`config.mk`:
```
export PLATFORM = sky130hd
export DESIGN_NAME = rr_req_arbiter_flat
export DESIGN_NICKNAME = d
export VERILOG_FILES = /design/src/rtl/rr_req_arbiter_pkg.sv /design/src/rtl/rr_req_arbiter_if.sv /design/src/rtl/rr_req_arbiter_priority_enc.sv /design/src/rtl/rr_req_arbiter.sv /design/src/flat_wrapper.sv
export SDC_FILE = /design/constraint.sdc
export NUM_CORES = 1
export LEC_CHECK = 0
export ABC_CLOCK_PERIOD_IN_PS = 1700
export CAP_MARGIN = 20
export CORE_MARGIN = 5
export CORE_UTILIZATION = 44
export DETAILED_ROUTE_END_ITERATION = 6
export GPL_TIMING_DRIVEN = 1
export PLACE_DENSITY = 0.78
export SETUP_SLACK_MARGIN = 0.2
export SLEW_MARGIN = 5
export SYNTH_ARGS = -nofsm -noshare
export SYNTH_HDL_FRONTEND = slang
export SYNTH_SLANG_ARGS = --single-unit
```
`constraint.sdc`:
```
create_clock -name clk -period 1.7 [get_ports clk]
set_clock_uncertainty 0.1 [all_clocks]
set_input_delay 0.34 -clock clk [delete_from_list [all_inputs] [get_ports clk]]
set_output_delay 0.34 -clock clk [all_outputs]
set_load 0.02 [all_outputs]
```
`src/rtl/rr_req_arbiter_pkg.sv`:
```
// Shared types and helpers for the round-robin request arbiter.
package rr_req_arbiter_pkg;

  typedef enum logic [1:0] {ARB_IDLE, ARB_GRANT, ARB_GAP} arb_state_t;

  function automatic int idx_w(input int n);
    return (n > 1) ? $clog2(n) : 1;
  endfunction

endpackage

```
`src/rtl/rr_req_arbiter_if.sv`:
```
// Requester/consumer bundle around the arbiter: request and release lines in, grant out.
interface rr_req_arbiter_if #(
  parameter int N_REQ = 4
);
  localparam int IDX_W = rr_req_arbiter_pkg::idx_w(N_REQ);

  logic [N_REQ-1:0] req;
  logic [N_REQ-1:0] done;
  logic [N_REQ-1:0] gnt;
  logic             gnt_valid;
  logic [IDX_W-1:0] gnt_idx;
  logic             timeout;

  modport master (
    output req, done,
    input  gnt, gnt_valid, gnt_idx, timeout
  );

  modport slave (
    input  req, done,
    output gnt, gnt_valid, gnt_idx, timeout
  );
endinterface

```
`src/rtl/rr_req_arbiter_priority_enc.sv`:
```
// Rotating priority encoder: first set request bit at or after ptr, wrapping modulo N_REQ.
module rr_priority_enc #(
  parameter int N_REQ = 4,
  parameter int IDX_W = rr_req_arbiter_pkg::idx_w(N_REQ)
) (
  input  logic [N_REQ-1:0] req,
  input  logic [IDX_W-1:0] ptr,
  output logic             any,
  output logic [IDX_W-1:0] pick
);

  logic [IDX_W-1:0] cand;

  always_comb begin
    any  = |req;
    pick = ptr;
    cand = '0;
    // Scan from the farthest offset down so the closest hit to ptr is written last.
    // N_REQ is a power of two, so the IDX_W-bit add wraps exactly modulo N_REQ.
    for (int k = N_REQ - 1; k >= 0; k--) begin
      cand = ptr + IDX_W'(k);
      if (req[cand]) begin
        pick = cand;
      end
    end
  end

endmodule

```
`src/rtl/rr_req_arbiter.sv`:
```
// Round-robin arbiter: registered one-hot grant held until release, done or hold timeout.
module rr_req_arbiter
  import rr_req_arbiter_pkg::*;
#(
  parameter int N_REQ    = 4,
  parameter int MAX_HOLD = 15
) (
  input  logic            clk,
  input  logic            rst,
  rr_req_arbiter_if.slave bus
);

  localparam int IDX_W = idx_w(N_REQ);
  localparam int HC_W  = (MAX_HOLD > 0) ? $clog2(MAX_HOLD + 1) : 1;
  localparam logic [HC_W-1:0] HOLD_LAST = HC_W'((MAX_HOLD > 0) ? MAX_HOLD - 1 : 0);
  localparam logic [HC_W-1:0] HOLD_SAT  = HC_W'(MAX_HOLD);

  arb_state_t       state_q, state_d;
  logic [IDX_W-1:0] ptr_q, ptr_d;
  logic [HC_W-1:0]  hold_q, hold_d;
  logic [N_REQ-1:0] gnt_q, gnt_d;
  logic [IDX_W-1:0] idx_q, idx_d;
  logic             to_q, to_d;

  logic             any;
  logic [IDX_W-1:0] pick;
  logic             rel;
  logic             tmo;

  rr_priority_enc #(
    .N_REQ (N_REQ),
    .IDX_W (IDX_W)
  ) u_enc (
    .req  (bus.req),
    .ptr  (ptr_q),
    .any  (any),
    .pick (pick)
  );

  always_ff @(posedge clk or posedge rst) begin
    if (rst) begin
      state_q <= ARB_IDLE;
      ptr_q   <= '0;
      hold_q  <= '0;
      gnt_q   <= '0;
      idx_q   <= '0;
      to_q    <= 1'b0;
    end else begin
      state_q <= state_d;
      ptr_q   <= ptr_d;
      hold_q  <= hold_d;
      gnt_q   <= gnt_d;
      idx_q   <= idx_d;
      to_q    <= to_d;
    end
  end

  always_comb begin
    state_d = state_q;
    ptr_d   = ptr_q;
    hold_d  = hold_q;
    gnt_d   = gnt_q;
    idx_d   = idx_q;
    to_d    = 1'b0;
    rel     = !bus.req[idx_q] || bus.done[idx_q];
    tmo     = (MAX_HOLD != 0) && (hold_q == HOLD_LAST);

    case (state_q)
      ARB_IDLE: begin
        if (any) begin
          gnt_d       = '0;
          gnt_d[pick] = 1'b1;
          idx_d       = pick;
          hold_d      = '0;
          state_d     = ARB_GRANT;
        end
      end
      ARB_GRANT: begin
        if (rel || tmo) begin
          gnt_d   = '0;
          ptr_d   = idx_q + IDX_W'(1);
          to_d    = tmo && !rel;
          state_d = ARB_GAP;
        end else if (hold_q != HOLD_SAT) begin
          hold_d = hold_q + HC_W'(1);
        end
      end
      ARB_GAP: begin
        state_d = ARB_IDLE;
      end
      default: begin
        gnt_d   = '0;
        state_d = ARB_IDLE;
      end
    endcase
  end

  assign bus.gnt       = gnt_q;
  assign bus.gnt_valid = |gnt_q;
  assign bus.gnt_idx   = idx_q;
  assign bus.timeout   = to_q;

endmodule

```
`src/flat_wrapper.sv`:
```
// flat-port wrapper written by rule: the top's interface ports become plain ports
module rr_req_arbiter_flat import rr_req_arbiter_pkg::*;
#(
  parameter int N_REQ    = 4,
  parameter int MAX_HOLD = 15
)
  (clk, rst, bus_req, bus_done, bus_gnt, bus_gnt_valid, bus_gnt_idx, bus_timeout);
  rr_req_arbiter_if #(.N_REQ(N_REQ)) bus_i ();
  input  logic clk;
  input  logic rst;
  input wire logic [$bits(bus_i.req)-1:0] bus_req;
  input wire logic [$bits(bus_i.done)-1:0] bus_done;
  output wire logic [$bits(bus_i.gnt)-1:0] bus_gnt;
  output wire logic [$bits(bus_i.gnt_valid)-1:0] bus_gnt_valid;
  output wire logic [$bits(bus_i.gnt_idx)-1:0] bus_gnt_idx;
  output wire logic [$bits(bus_i.timeout)-1:0] bus_timeout;
  assign bus_i.req = bus_req;
  assign bus_i.done = bus_done;
  assign bus_gnt = bus_i.gnt;
  assign bus_gnt_valid = bus_i.gnt_valid;
  assign bus_gnt_idx = bus_i.gnt_idx;
  assign bus_timeout = bus_i.timeout;
  rr_req_arbiter #(.N_REQ(N_REQ), .MAX_HOLD(MAX_HOLD)) u_core (.clk(clk), .rst(rst), .bus(bus_i));
endmodule
```
==> flow_results.org, run 1 <==
** Worst setup path
- Critical path fanouts, max :: 2
- In this run the critical register-to-register path is captured at u_core.bus.gnt[2]$_DFFE_PP0P_.
- STA classifies the critical path endpoint as an output pin.
- Crit path required time :: ~1300 ps
- The number of cells on the worst reg-to-reg path is 4.
- At the worst endpoint, the arrival time is about 1400 ps.
- Setup CP Type :: reg2out
- The worst register-to-register path begins at u_core.bus.gnt_idx[1]$_DFFE_PP0P_.
- For flop-to-flop paths, the worst setup slack is -50 ps.
- The worst setup path is launched from a flop.

** Pwr
- Peak supply drop :: 1.35 mV
- Net switching is 39.8% of the power.
- Switching component of the power :: 0.931 mW
- The analysis attributes to cell leakage a power of 0.638 nW.
- Part of the power in combinational logic :: ~63%
- Of the total power, the clock network draws 8.8%.
- Total power of the final layout :: 2.34 mW
- The internal power of the cells totals about 1.4 mW.
- PwrDens :: 1660 nW/um2
- Sequential cells burn between 20% and 30% of the power.

** Finish
- Measured on the finished design, the core utilization comes to 74.1%.
- Leaving out fill and tap cells, the most frequent cell in the layout is sky130_fd_sc_hd__buf_4.
- Leaving out fill and tap cells, the most frequent cells in the layout are 19 x sky130_fd_sc_hd__buf_4, 13 x sky130_fd_sc_hd__buf_6, 13 x sky130_fd_sc_hd__dfrtp_1, 6 x sky130_fd_sc_hd__nand2_1, 5 x sky130_fd_sc_hd__dlygate4sd2_1.
- From synthesis to final layout, the design area changed by 64.3%.
- Final nets :: 145
- Fraction of layout instances using a drive strength above 1 :: 43.9%
- Ant diodes :: 0
- Post-route standard cell area excluding fillers :: roughly 1400 um2

** Detailed routing
- Number of DRC markers in iteration 0 :: 21
- After detailed routing, the number of remaining DRC violations is 0.
- Routed vias :: about 850
- Dividing the detail-routed via count by the number of cells gives about 5.4.
- After detailed routing, the total wire length is 2330 um.
- Final routed wire length divided by cell count :: between 10 and 15 um
- The detail route stage leaves a number of antenna-violating nets equal to 0.
- Pre-antenna DRT Iters :: 6

** Logic synthesis
- Mean Syn Cell Area :: around 10 um2
- Sequential fraction of the synthesis area :: a little over two fifths
- Gate count of the mapped netlist :: 85
- Area of the mapped netlist :: 858 um2
- Number of flip-flops and latches in the synthesized netlist :: 15
- Number of warning messages in the yosys log :: 0
- Netlist cell types :: 37
- Number of nets in the synthesized netlist :: 97

** Timing
- Based on the critical path, the design can be clocked at up to around 550 MHz.
- The worst pin sits at a relative slew slack of 74.9%.
- Setup tns final :: -302 ps
- Number of hold violations in the final report :: 0
- At the pin with the least slew margin, the transition time is ~370 ps.
- Post-layout minimum cycle time :: approximately 1800 ps
- Number of slew-limit violations in the final report :: 0
- Once routing completed, OpenROAD measured the worst setup slack at -122 ps.
- # setup viols final :: 7
- RSZ-0062 raised after global routing :: true
- Final hold slack :: 239 ps
- Final Cycle Share :: 107%

** Clock tree
- After clock tree synthesis, the clock-pin slew on the worst setup and hold paths is around 100 ps.
- H-tree depth reported by CTS :: 1
- In this run, post-CTS hold repair placed 0 buffers.
- CTS tree :: built
- Maximum buffer depth of the clock tree :: 2
- Sinks on Clock Net :: 15
- Number of buffers inserted during clock tree synthesis :: 3
- Later-pin clock latency in the skew report :: around 290 ps
- The cell sitting at the root of the clock tree is a sky130_fd_sc_hd__clkbuf_4.

** Global route
- Global-route total usage across every layer :: around 17%
- Number of antenna violations at the first check in global routing :: 0
- Via count of the first global-routing pass :: 853
- Summed over all layers, the global routing overflow is 0.
- The first global-routing pass estimated between 3000 and 4000 um of wire.
- Maximum number of pins on one net before global-route repair :: 16

** Place
- IO Port Bufs :: 17
- Post-detailed-placement half-perimeter wirelength :: roughly 1600 um
- Summing all placed instances gives a cell area of 1230 um2.
- Final weighted congestion in routability-driven placement :: between 0.8 and 0.9

** Flow run
- Max capacitance violation total :: 0

** Worst hold path
- The worst hold path belongs to the class in2async.

** Floorplan
- The floorplan step defined a die boundary enclosing roughly 3000 um2.
- Placeable core region :: 1900 um2
- The die is between 50 and 60 um wide.
- Die height :: 54.2 um
- Ports :: 18
- Row generation in the floorplan step produced 16 rows.
- Starting utilization of the core area :: roughly 45%

** Outcome
- The flow ran to the end, but the final reports show violations.
- Failing checks :: negative setup slack
==> worst max-delay path by stage <==
stage | start | end | slack [ps] | cells after the start
6_report | u_core.bus.gnt[0]$_DFFE_PP0P_ | bus_gnt_valid | -120 | 2
5_1_grt | u_core.bus.gnt[0]$_DFFE_PP0P_ | bus_gnt_valid | -160 | 2
4_1_cts | u_core.bus.gnt[2]$_DFFE_PP0P_ | bus_gnt_valid | -90 | 2
3_5_place_dp | bus_done[3] | u_core.hold_q[1]$_DFFE_PP0P_ | -520 | 5
3_3_place_gp | bus_done[0] | u_core.ptr_q[1]$_DFFE_PP0P_ | -480 | 5
2_1_floorplan | u_core.bus.gnt_idx[1]$_DFFE_PP0P_ | u_core.ptr_q[1]$_DFFE_PP0P_ | -100 | 3
==> critical path: stages (launching register included) <==
cell and delay, ps:
sky130_fd_sc_hd__dfrtp_1 410, sky130_fd_sc_hd__or4_4 530, sky130_fd_sc_hd__buf_6 150
==> flip-flops by register name (all words and copies together) (netlist names) <==
register	cells
u_core.ptr_q	2
u_core.bus.gnt	4
u_core.bus.timeout	1
u_core.state_q	2
u_core.hold_q	4
u_core.bus.gnt_idx	2
==> synthesized netlist by cell type (all sizes together) <==
cell	instances	area, um2
or4	2	15.0
nand2	7	26.3
clkbuf	1	3.75
or3	1	6.26
inv	3	11.3
mux4	1	22.5
and2	1	6.26
nor3	2	10.0
a31oi	1	6.26
nor2	3	11.3
nand2b	5	31.3
nand3	1	5.00
mux2	1	11.3
buf	1	3.75
nor2b	4	25.0
o21a	1	7.51
o21bai	1	7.51
nor3b	1	7.51
ha	2	25.0
nor4	2	12.5
o22a	3	26.3
a21oi	2	10.0
and3	1	6.26
a21boi	2	15.0
o2bb2ai	2	17.5
a311o	1	10.0
o21ai	5	25.0
xor2	1	8.76
nand4	3	18.8
dfrtp	15	375
mux2i	2	20.0
a22o	2	17.5
or2	1	6.26
nor4b	1	15.0
o22ai	1	6.26
o32ai	1	16.3
o311ai	1	8.76
==> power by group through the flow <==
stage / Sequential [mW] / Clock [mW] / Combinational (mW)
4_1_cts: 0.636 / 0.209 / 1.32
3_5_place_dp: 0.636 / 0 / 1.22
6_report: 0.657 / 0.206 / 1.48
5_1_grt: 0.681 / 0.230 / 1.58
2_1_floorplan: 0.705 / 0 / 0.543
3_3_place_gp: 0.631 / 0 / 1.20
==> stage by stage <==
| step | instances | worst slack, ps |
|---|---|---|
| 3_5_place_dp | 149 | -524 |
| 2_1_floorplan | 85 | -102 |
| 4_1_cts | 157 | -88.5 |
| 5_1_grt | 159 | -155 |
| 3_3_place_gp | 149 | -484 |
| 6_report | 159 | -122 |
==> final cells by class <==
class | instances | area, um2
clock buffers | 3 | 22.5
clock inverters | 1 | 5.00
fillers | 131 | 492
inverters | 3 | 11.3
multi-input cells | 65 | 554
flip-flops and latches | 15 | 378
well taps | 27 | 33.8
repair buffers | 45 | 405
==> what timing repair did <==
| item | 4_1_cts | 5_1_grt |
|---|---|---|
| endpoints found under the setup margin | 23 | 18 |
| hold endpoints to repair | 0 | 0 |
| pin swaps | 5 | 3 |
| buffers inserted | 4 | 2 |
| resized for setup | 54 | 22 |
==> cells by family (layout without fill, tap and decap cells) <==
kind of cell             count (synthesis)  in the layout  share of synthesized area, %
adder cells (fa/ha/maj)                  2              2                          2.91
AND/OR/NAND/NOR                         35             35                          23.6
AO/OA/AOI/OAI                           23             23                          20.3
multiplexers                             4              4                          6.27
XOR/XNOR                                 1              1                          1.02
flip-flops                              15             15                          43.7
buffers and inverters                    5             52                          2.19
==> metal layers <==
layer | vias up | global-route usage [%] | part of all wire, %
li1 | 417 | - | -
met1 | 411 | 20.3 | 42
met2 | 17 | 31.5 | 54
met3 | 6 | 2.77 | 3.1
met4 | 0 | 6.22 | 1.5
met5 | - | 0 | 0
(Power assumes the default switching activity.)
==> run 2: changes to the inputs <==
--- a/config.mk
+++ b/config.mk
@@ -5,13 +5,14 @@
 export SDC_FILE = /design/constraint.sdc
 export NUM_CORES = 1
 export LEC_CHECK = 0
-export ABC_CLOCK_PERIOD_IN_PS = 1700
+export ABC_CLOCK_PERIOD_IN_PS = 1800
 export CAP_MARGIN = 20
 export CORE_MARGIN = 5
-export CORE_UTILIZATION = 44
+export CORE_UTILIZATION = 49
+export CTS_CLUSTER_DIAMETER = 60
 export DETAILED_ROUTE_END_ITERATION = 6
 export GPL_TIMING_DRIVEN = 1
-export PLACE_DENSITY = 0.78
+export PLACE_DENSITY = 0.82
 export SETUP_SLACK_MARGIN = 0.2
 export SLEW_MARGIN = 5
 export SYNTH_ARGS = -nofsm -noshare
==> constraint.sdc (replaced) <==
create_clock -name clk -period 1.8 [get_ports clk]
set_clock_uncertainty 0.1 [all_clocks]
set_input_delay 0.36 -clock clk [delete_from_list [all_inputs] [get_ports clk]]
set_output_delay 0.36 -clock clk [all_outputs]
set_load 0.02 [all_outputs]
==> run 2 against run 1 <==
The flow still finishes with violations (negative setup slack). Utilization rose by 6.3 points. Final area fell by 3.6%. Sequential share of layout area up 0.92 points. Hold slack worse by 3.2 ps. Die area decreased by 8.3%. Non-clock buffer count down 2. Global-route usage is 1.7 points higher. Critical path depth did not move. Worst setup slack gained 100 ps. Critical path type unchanged. Largest power group unchanged.
==> flow_results.org, run 2 (synthesized netlist as in run 1, its figures left out) <==
** Worst setup path
- The number of buffers and inverters on the critical path is 1.
- Walking the worst path, the cells encountered are or4_4, buf_6.
- Critical path depth in cells :: 2
- The worst register-to-register path ends at u_core.bus.gnt[0]$_DFFE_PP0P_.
- The worst register-to-register path has a depth of 4.
- Crit path launch :: u_core.bus.gnt[2]$_DFFE_PP0P_
- Setup CP Type :: reg2out
- The critical path ends at bus_gnt_valid.
- Critical path fanouts, max :: 2
- At the worst endpoint, the arrival time is around 1400 ps.
- The worst setup path is launched from a flop.
- Delay-heaviest family, CP :: simple AND/OR/NAND/NOR gates
- For this design, the slowest cell found on the critical path is sky130_fd_sc_hd__or4_4.
- The worst register-to-register path begins at u_core.bus.gnt_idx[1]$_DFFE_PP0P_.
- STA puts the critical path data required time at approximately 1300 ps.
- Endpoint class of the critical path :: output pin
- Setup slack, reg-to-reg :: 70 ps
- Longest individual stage delay on the worst path :: 540 ps

** Floorplan
- From bottom edge to top edge, the die measures ~52 um.
- Die outline area :: between 2000 and 3000 um2
- Cell Rows :: 15
- 18 I/O pins were placed.
- Chip width :: ~52 um
- Starting utilization of the core area :: 50.8%
- The region available for standard cell placement spans between 1500 and 2000 um2.

** Detailed routing
- Number of antenna-violating nets in the routed design :: 0
- Total length of routed wires :: approximately 2400 um
- Pre-antenna DRT Iters :: 4
- Final routed wire length divided by cell count :: between 15 and 20 um
- For this run, design rule violations remaining after detail routing come to 0.
- Routed vias :: slightly below 900
- In the routed layout, each cell is associated on average with a via count of roughly 6.
- Number of DRC markers in iteration 0 :: 31

** Pwr
- In this run the power density over the cells is ~1500 nW/um2.
- Part of the total power dissipated in the clock network :: 9.4%
- Of the total power, the share spent switching nets is between 40% and 50%.
- Peak supply drop :: about 0.9 mV
- The internal power of the cells totals 1.23 mW.
- In this run, flip-flops and latches consume ~28% of the power.
- Leakage component of the power :: 0.630 nW
- Total power of the final layout :: roughly 2.1 mW
- Part of the power in combinational logic :: between 60% and 70%
- Summed over all nets, the switching power comes to ~0.86 mW.

** Timing
- Number of slew-limit violations in the final report :: 0
- Number of hold violations in the final report :: 0
- The worst pin sits at a relative slew slack of between 70 and 80%.
- After layout, the worst path uses 101% of the clock period.
- Derived from the worst setup path, the maximum achievable clock frequency is ~550 MHz.
- Setup violations remaining at the end of the flow were counted as 1.
- Summed over all failing endpoints, the final setup total negative slack is -20.0 ps.
- RSZ-0062 raised after global routing :: true
- Final worst-path setup slack :: -20.0 ps
- Post-layout minimum cycle time :: between 1500 and 2000 ps
- For the pin with the worst max-slew slack, the measured transition is around 320 ps.

** Finish
- In the final design database the tool counted ~140 nets.
- Ant diodes :: 0
- Combined flip-flop and latch cell area :: around 380 um2
- Fraction of layout instances using a drive strength above 1 :: between 40% and 50%
- Leaving out fill and tap cells, the most frequent cells in the layout are 22 x sky130_fd_sc_hd__buf_4, 14 x sky130_fd_sc_hd__dfrtp_1, 7 x sky130_fd_sc_hd__clkbuf_2, 6 x sky130_fd_sc_hd__nand2_1.
- Most common library cell in the layout ignoring fill and taps :: sky130_fd_sc_hd__buf_4
- Synth-to-Final Area Change :: 58.3%
- The finished cells cover 1360 um2.
- Filler cell count in the final layout :: about 110
- Multi-input gate area in the final layout :: between 500 and 600 um2

** Global route
- Maximum number of pins on one net before global-route repair :: 10
- The via count of the first global-routing pass was 882.
- Global routing consumed, over all layers together, 19.0% of the routing resources.
- First-pass GRT wire length :: about 3800 um
- The initial antenna violation count is 0.
- Grt ovf :: 0

** Flow run
- The tool flagged a number of max-cap violations equal to 0.

** Outcome
- Failing checks :: negative setup slack
- Result of the run :: complete, but fails checks

** Place
- IO Port Bufs :: 17
- Post-detailed-placement half-perimeter wirelength :: approximately 1700 um
- The congestion estimate from routability-driven global placement came to about 0.87.
- At the placement stage, the worst setup path has a slack of -452 ps.
- DP Area :: between 1000 and 1500 um2

** Clock tree
- Clock Root Buffer :: sky130_fd_sc_hd__clkbuf_4
- Buffers inserted during clock tree synthesis total 3.
- Reg clk slew, reported paths :: approximately 100 ps
- Hold-fix buffers, CTS :: 0
- The clock passes through at most 2 buffers.
- Later-pin clock latency in the skew report :: 280 ps
- Sinks on Clock Net :: 15
- TritonCTS built the clock tree.
- H-tree depth reported by CTS :: 1

** Worst hold path
- Class of the most critical hold timing path :: in2async
[run 2: layer usage]
layer | wire length, um | GRT usage, % | share of wire, % | vias to the layer above
met2 | 1250 | 35.6 | 53 | 19
met5 | 0 | 0 | 0 | -
met1 | 974 | 21.8 | 41 | 427
met3 | 81 | 3.44 | 3.4 | 8
met4 | 59 | 5.24 | 2.5 | 0
li1 | - | - | - | 417
[run 2: final cells by class]
class | count | area share [%]
Sequential cell | 15 | 27.7
Timing Repair Buffer | 43 | 25.8
Multi-Input combinational cell | 65 | 42.1
Inverter | 3 | 0.829
Clock buffer | 3 | 1.66
Clock inverter | 1 | 0.368
Tap cell | 17 | 1.57
[run 2: worst min path at each step]
stage                                            start                            end  slack, ps  cells after the start
after floorplan                                    rst  u_core.bus.gnt[0]$_DFFE_PP0P_        160                      1
after CTS                                          rst  u_core.bus.gnt[0]$_DFFE_PP0P_        220                      2
final                                              rst  u_core.bus.gnt[1]$_DFFE_PP0P_        240                      2
after global placement    u_core.hold_q[2]$_DFFE_PP0P_   u_core.hold_q[2]$_DFFE_PP0P_        420                      1
after detailed placement  u_core.hold_q[2]$_DFFE_PP0P_   u_core.hold_q[2]$_DFFE_PP0P_        440                      1
after global routing                               rst  u_core.bus.gnt[0]$_DFFE_PP0P_        260                      2
[run 2: worst register-to-register path, stage by stage (launching register included)]
cell                      delay (ps)
sky130_fd_sc_hd__dfrtp_2         380
sky130_fd_sc_hd__mux4_2          560
sky130_fd_sc_hd__buf_12          170
sky130_fd_sc_hd__o32ai_4         280
sky130_fd_sc_hd__a22o_1          200
[run 2: power groups by stage]
stage / Clock, mW / Sequential, mW / Combinational (mW)
after global routing: 0.221 / 0.610 / 1.40
after floorplan: 0 / 0.663 / 0.488
final: 0.196 / 0.595 / 1.30
after detailed placement: 0 / 0.585 / 1.10
after global placement: 0 / 0.581 / 1.07
after CTS: 0.199 / 0.578 / 1.17
[run 2: stage by stage]
| stage | hold slack, ps | std cells | utilization [%] |
|---|---|---|---|
| 4_1_cts | 224 | 143 | 76.4 |
| 5_1_grt | 258 | 147 | 80.4 |
| 3_3_place_gp | 420 | 135 | 70.0 |
| 2_1_floorplan | 161 | 85 | - |
| 6_report | 236 | 147 | 80.4 |
| 3_5_place_dp | 443 | 135 | 70.0 |
[run 2: what timing repair did]
action	CTS	global route
pin swaps	3	6
setup buffers	4	4
resized for setup	33	30
setup endpoints to repair	22	18
==> run 3: changes to the inputs <==
--- a/config.mk
+++ b/config.mk
@@ -12,7 +12,7 @@
 export CTS_CLUSTER_DIAMETER = 60
 export DETAILED_ROUTE_END_ITERATION = 6
 export GPL_TIMING_DRIVEN = 1
-export PLACE_DENSITY = 0.82
+export PLACE_DENSITY_LB_ADDON = 0.08
 export SETUP_SLACK_MARGIN = 0.2
 export SLEW_MARGIN = 5
 export SYNTH_ARGS = -nofsm -noshare
==> run 3 against run 2 <==
The run still ends with negative setup slack left. Fmax is 0.51% higher. Largest cell class unchanged. Register-to-register slack worse by 40 ps. Routed wire length is 7.6% higher.
==> flow_results.org, run 3 (synthesized netlist as in run 1, its figures left out) <==
** Outcome
- The flow ran to the end, but the final reports show violations.
- Failing checks :: negative setup slack

** Worst setup path
- Longest individual stage delay on the worst path :: roughly 510 ps
- Terminus of the critical flop-to-flop path :: u_core.hold_q[3]$_DFFE_PP0P_
- The signal on the critical path passes through or4_4, buf_6.
- The critical path is of the reg2out type.
- Together, buffers and inverters on the worst path number 1.
- On the critical path the largest part of the delay comes from simple AND/OR/NAND/NOR gates.
- Among all stages on the critical path, the largest delay is contributed by sky130_fd_sc_hd__or4_4.
- In this run the critical register-to-register path is launched from u_core.bus.gnt_idx[1]$_DFFE_PP0P_.
- Setup slack, reg-to-reg :: around 30 ps
- Of all nets on the critical path, the largest fanout is 2.
- Crit path arrival time :: ~1400 ps
- Category of the worst setup path launch point :: flop
- Data on the critical path is required at its endpoint by approximately 1300 ps.
- STA classifies the critical path endpoint as an output pin.
- The number of cells on the worst reg-to-reg path is 4.

** Detailed routing
- Routed vias :: 877
- Number of antenna-violating nets in the routed design :: 0
- Wires add up to roughly 2600 um.
- Dividing the detail-routed via count by the number of cells gives 5.89.
- For this run, design rule violations remaining after detail routing come to 0.
- Pre-antenna DRT Iters :: 4
- In the final routed layout, each cell accounts on average for around 17 um.
- In this run, the number of DRC markers left after iteration 0 of detailed routing was 17.

** Floorplan
- Placeable core region :: between 1500 and 2000 um2
- The die covers roughly 2700 um2.
- For this design the top-level I/O count stands at 18.
- Chip width :: between 50 and 60 um
- Once the floorplan was initialized, standard cells occupied between 50 and 60% of the core.
- After floorplanning, the core was divided into 15 placement rows.
- Measured along the y axis, the die boundary spans just over 50 um.

** Clock tree
- Sinks on Clock Net :: 15
- H-tree depth reported by CTS :: 1
- After clock tree synthesis, the clock-pin slew on the worst setup and hold paths is about 100 ps.
- CTS tree :: built
- Clock Root Buffer :: sky130_fd_sc_hd__clkbuf_4
- The clock reaches the later pin of the worst-skew pair after a little under 300 ps.
- Counting along the longest clock path gives a buffer depth of 2.
- Hold repair after CTS inserted 0 buffers.
- Number of buffers inserted during clock tree synthesis :: 3

** Global route
- Global-route total usage across every layer :: 20.4%
- The via count of the first global-routing pass was around 860.
- First-pass GRT wire length :: slightly above 4000 um
- Maximum number of pins on one net before global-route repair :: 16
- Grt ovf :: 0
- Number of antenna violations at the first check in global routing :: 0

** Place
- In this run the tool buffered the top-level ports with 17 buffer cells.
- At the end of routability-driven placement, the weighted congestion stood at around 0.82.
- Post-detailed-placement half-perimeter wirelength :: ~1600 um
- Cell count after placement :: ~140

** Timing
- Setup tns final :: -10.8 ps
- # setup viols final :: 1
- Of the available clock period, the critical path in the final layout requires 101%.
- Max_slew headroom :: 76.0%
- Slew at the pin with the worst max-slew slack :: around 360 ps
- Achievable frequency :: 552 MHz
- RSZ-0062 raised after global routing :: true
- The number of endpoints with negative hold slack in the final report came to 0.
- Final worst-path setup slack :: -10.8 ps
- Number of slew-limit violations in the final report :: 0
- Counting I/O delays and the setup requirement, the final critical path takes ~1800 ps.

** Finish
- The repair_antennas step left the layout with diodes totalling 0.
- Leaving out fill and tap cells, the most frequent cell in the layout is sky130_fd_sc_hd__buf_4.
- Fraction of layout instances using a drive strength above 1 :: between 40% and 50%
- Synth-to-Final Area Change :: 63.1%
- Most frequent cells in the layout :: 20 x sky130_fd_sc_hd__buf_4, 13 x sky130_fd_sc_hd__dfrtp_1, 9 x sky130_fd_sc_hd__dlygate4sd2_1, 9 x sky130_fd_sc_hd__buf_6, 7 x sky130_fd_sc_hd__nand2_1
- Multi-input gate area in the final layout :: 592 um2
- Leaving out filler cells and counting taps, the final layout contains roughly 150.
- Combined flip-flop and latch cell area :: ~380 um2
- Filler cell count in the final layout :: 92
- After the last flow step, the layout net total stands at between 100 and 150.

** Flow run
- Max capacitance violation total :: 0

** Worst hold path
- The min-delay analysis places its worst path in the category in2async.

** Pwr
- IR analysis of the VDD net gives a maximum drop of 0.970 mV.
- In this run the static leakage power is approximately 0.65 nW.
- Total power of the final layout :: about 2.2 mW
- Dividing total power by cell area gives a power density of between 1500 and 2000 nW/um2.
run 3: how the worst max path moves through the flow:
stage | cells past startpoint | slack (ps) | from | to
final | 2 | -10 | u_core.bus.gnt[0]$_DFFE_PP0P_ | bus_gnt_valid
after CTS | 2 | -20 | u_core.bus.gnt[3]$_DFFE_PP0P_ | bus_gnt_valid
after floorplan | 3 | -2 | u_core.bus.gnt_idx[1]$_DFFE_PP0P_ | u_core.ptr_q[1]$_DFFE_PP0P_
after global placement | 5 | -460 | bus_req[0] | u_core.ptr_q[1]$_DFFE_PP0P_
after global routing | 2 | -60 | u_core.bus.gnt[0]$_DFFE_PP0P_ | bus_gnt_valid
after detailed placement | 5 | -480 | bus_req[0] | u_core.ptr_q[1]$_DFFE_PP0P_
run 3: final cells by class:
| type | count | area share (%) |
|---|---|---|
| Timing Repair Buffer | 44 | 26.5 |
| Multi-Input combinational cell | 66 | 42.3 |
| Clock inverter | 1 | 0.357 |
| Tap cell | 17 | 1.52 |
| Sequential cell | 15 | 27.0 |
| Clock buffer | 3 | 1.61 |
| Inverter | 3 | 0.804 |
run 3: where the power goes:
group	total, mW	leakage, nW	internal (mW)	switching (mW)
clock network	0.199	0.0177	0.0826	0.117
registers	0.605	0.192	0.467	0.138
logic	1.40	0.445	0.775	0.628
run 3: repair_timing:
action	4_1_cts	5_1_grt
resized for setup	37	30
setup buffers	3	5
gates cloned	1	0
pin swaps	3	5
endpoints found under the hold margin	0	0
setup endpoints to repair	22	20
run 3: routing by layer:
metal,GRT usage [%],up-vias,part of all wire [%]
met3,4.01,6,4.0
met1,26.2,422,41
li1,-,417,-
met2,34.7,32,54
met5,0,-,0
met4,5.68,0,1.3
run 3: worst min-delay path, cell delays in order:
cell	delay [ps]
sky130_fd_sc_hd__clkdlybuf4s50_1	390
sky130_fd_sc_hd__inv_1	50
sky130_fd_sc_hd__buf_4	220
run 3: per-stage QoR:
stage	instance area [um2]	utilization, %	hold WS [ps]	worst slack, ps
after detailed placement	1190	70.4	425	-477
after CTS	1320	77.9	271	-17.8
after global placement	1190	70.4	422	-461
after global routing	1400	82.9	329	-56.4
final	1400	82.9	261	-10.8
after floorplan	863	-	161	-2.49
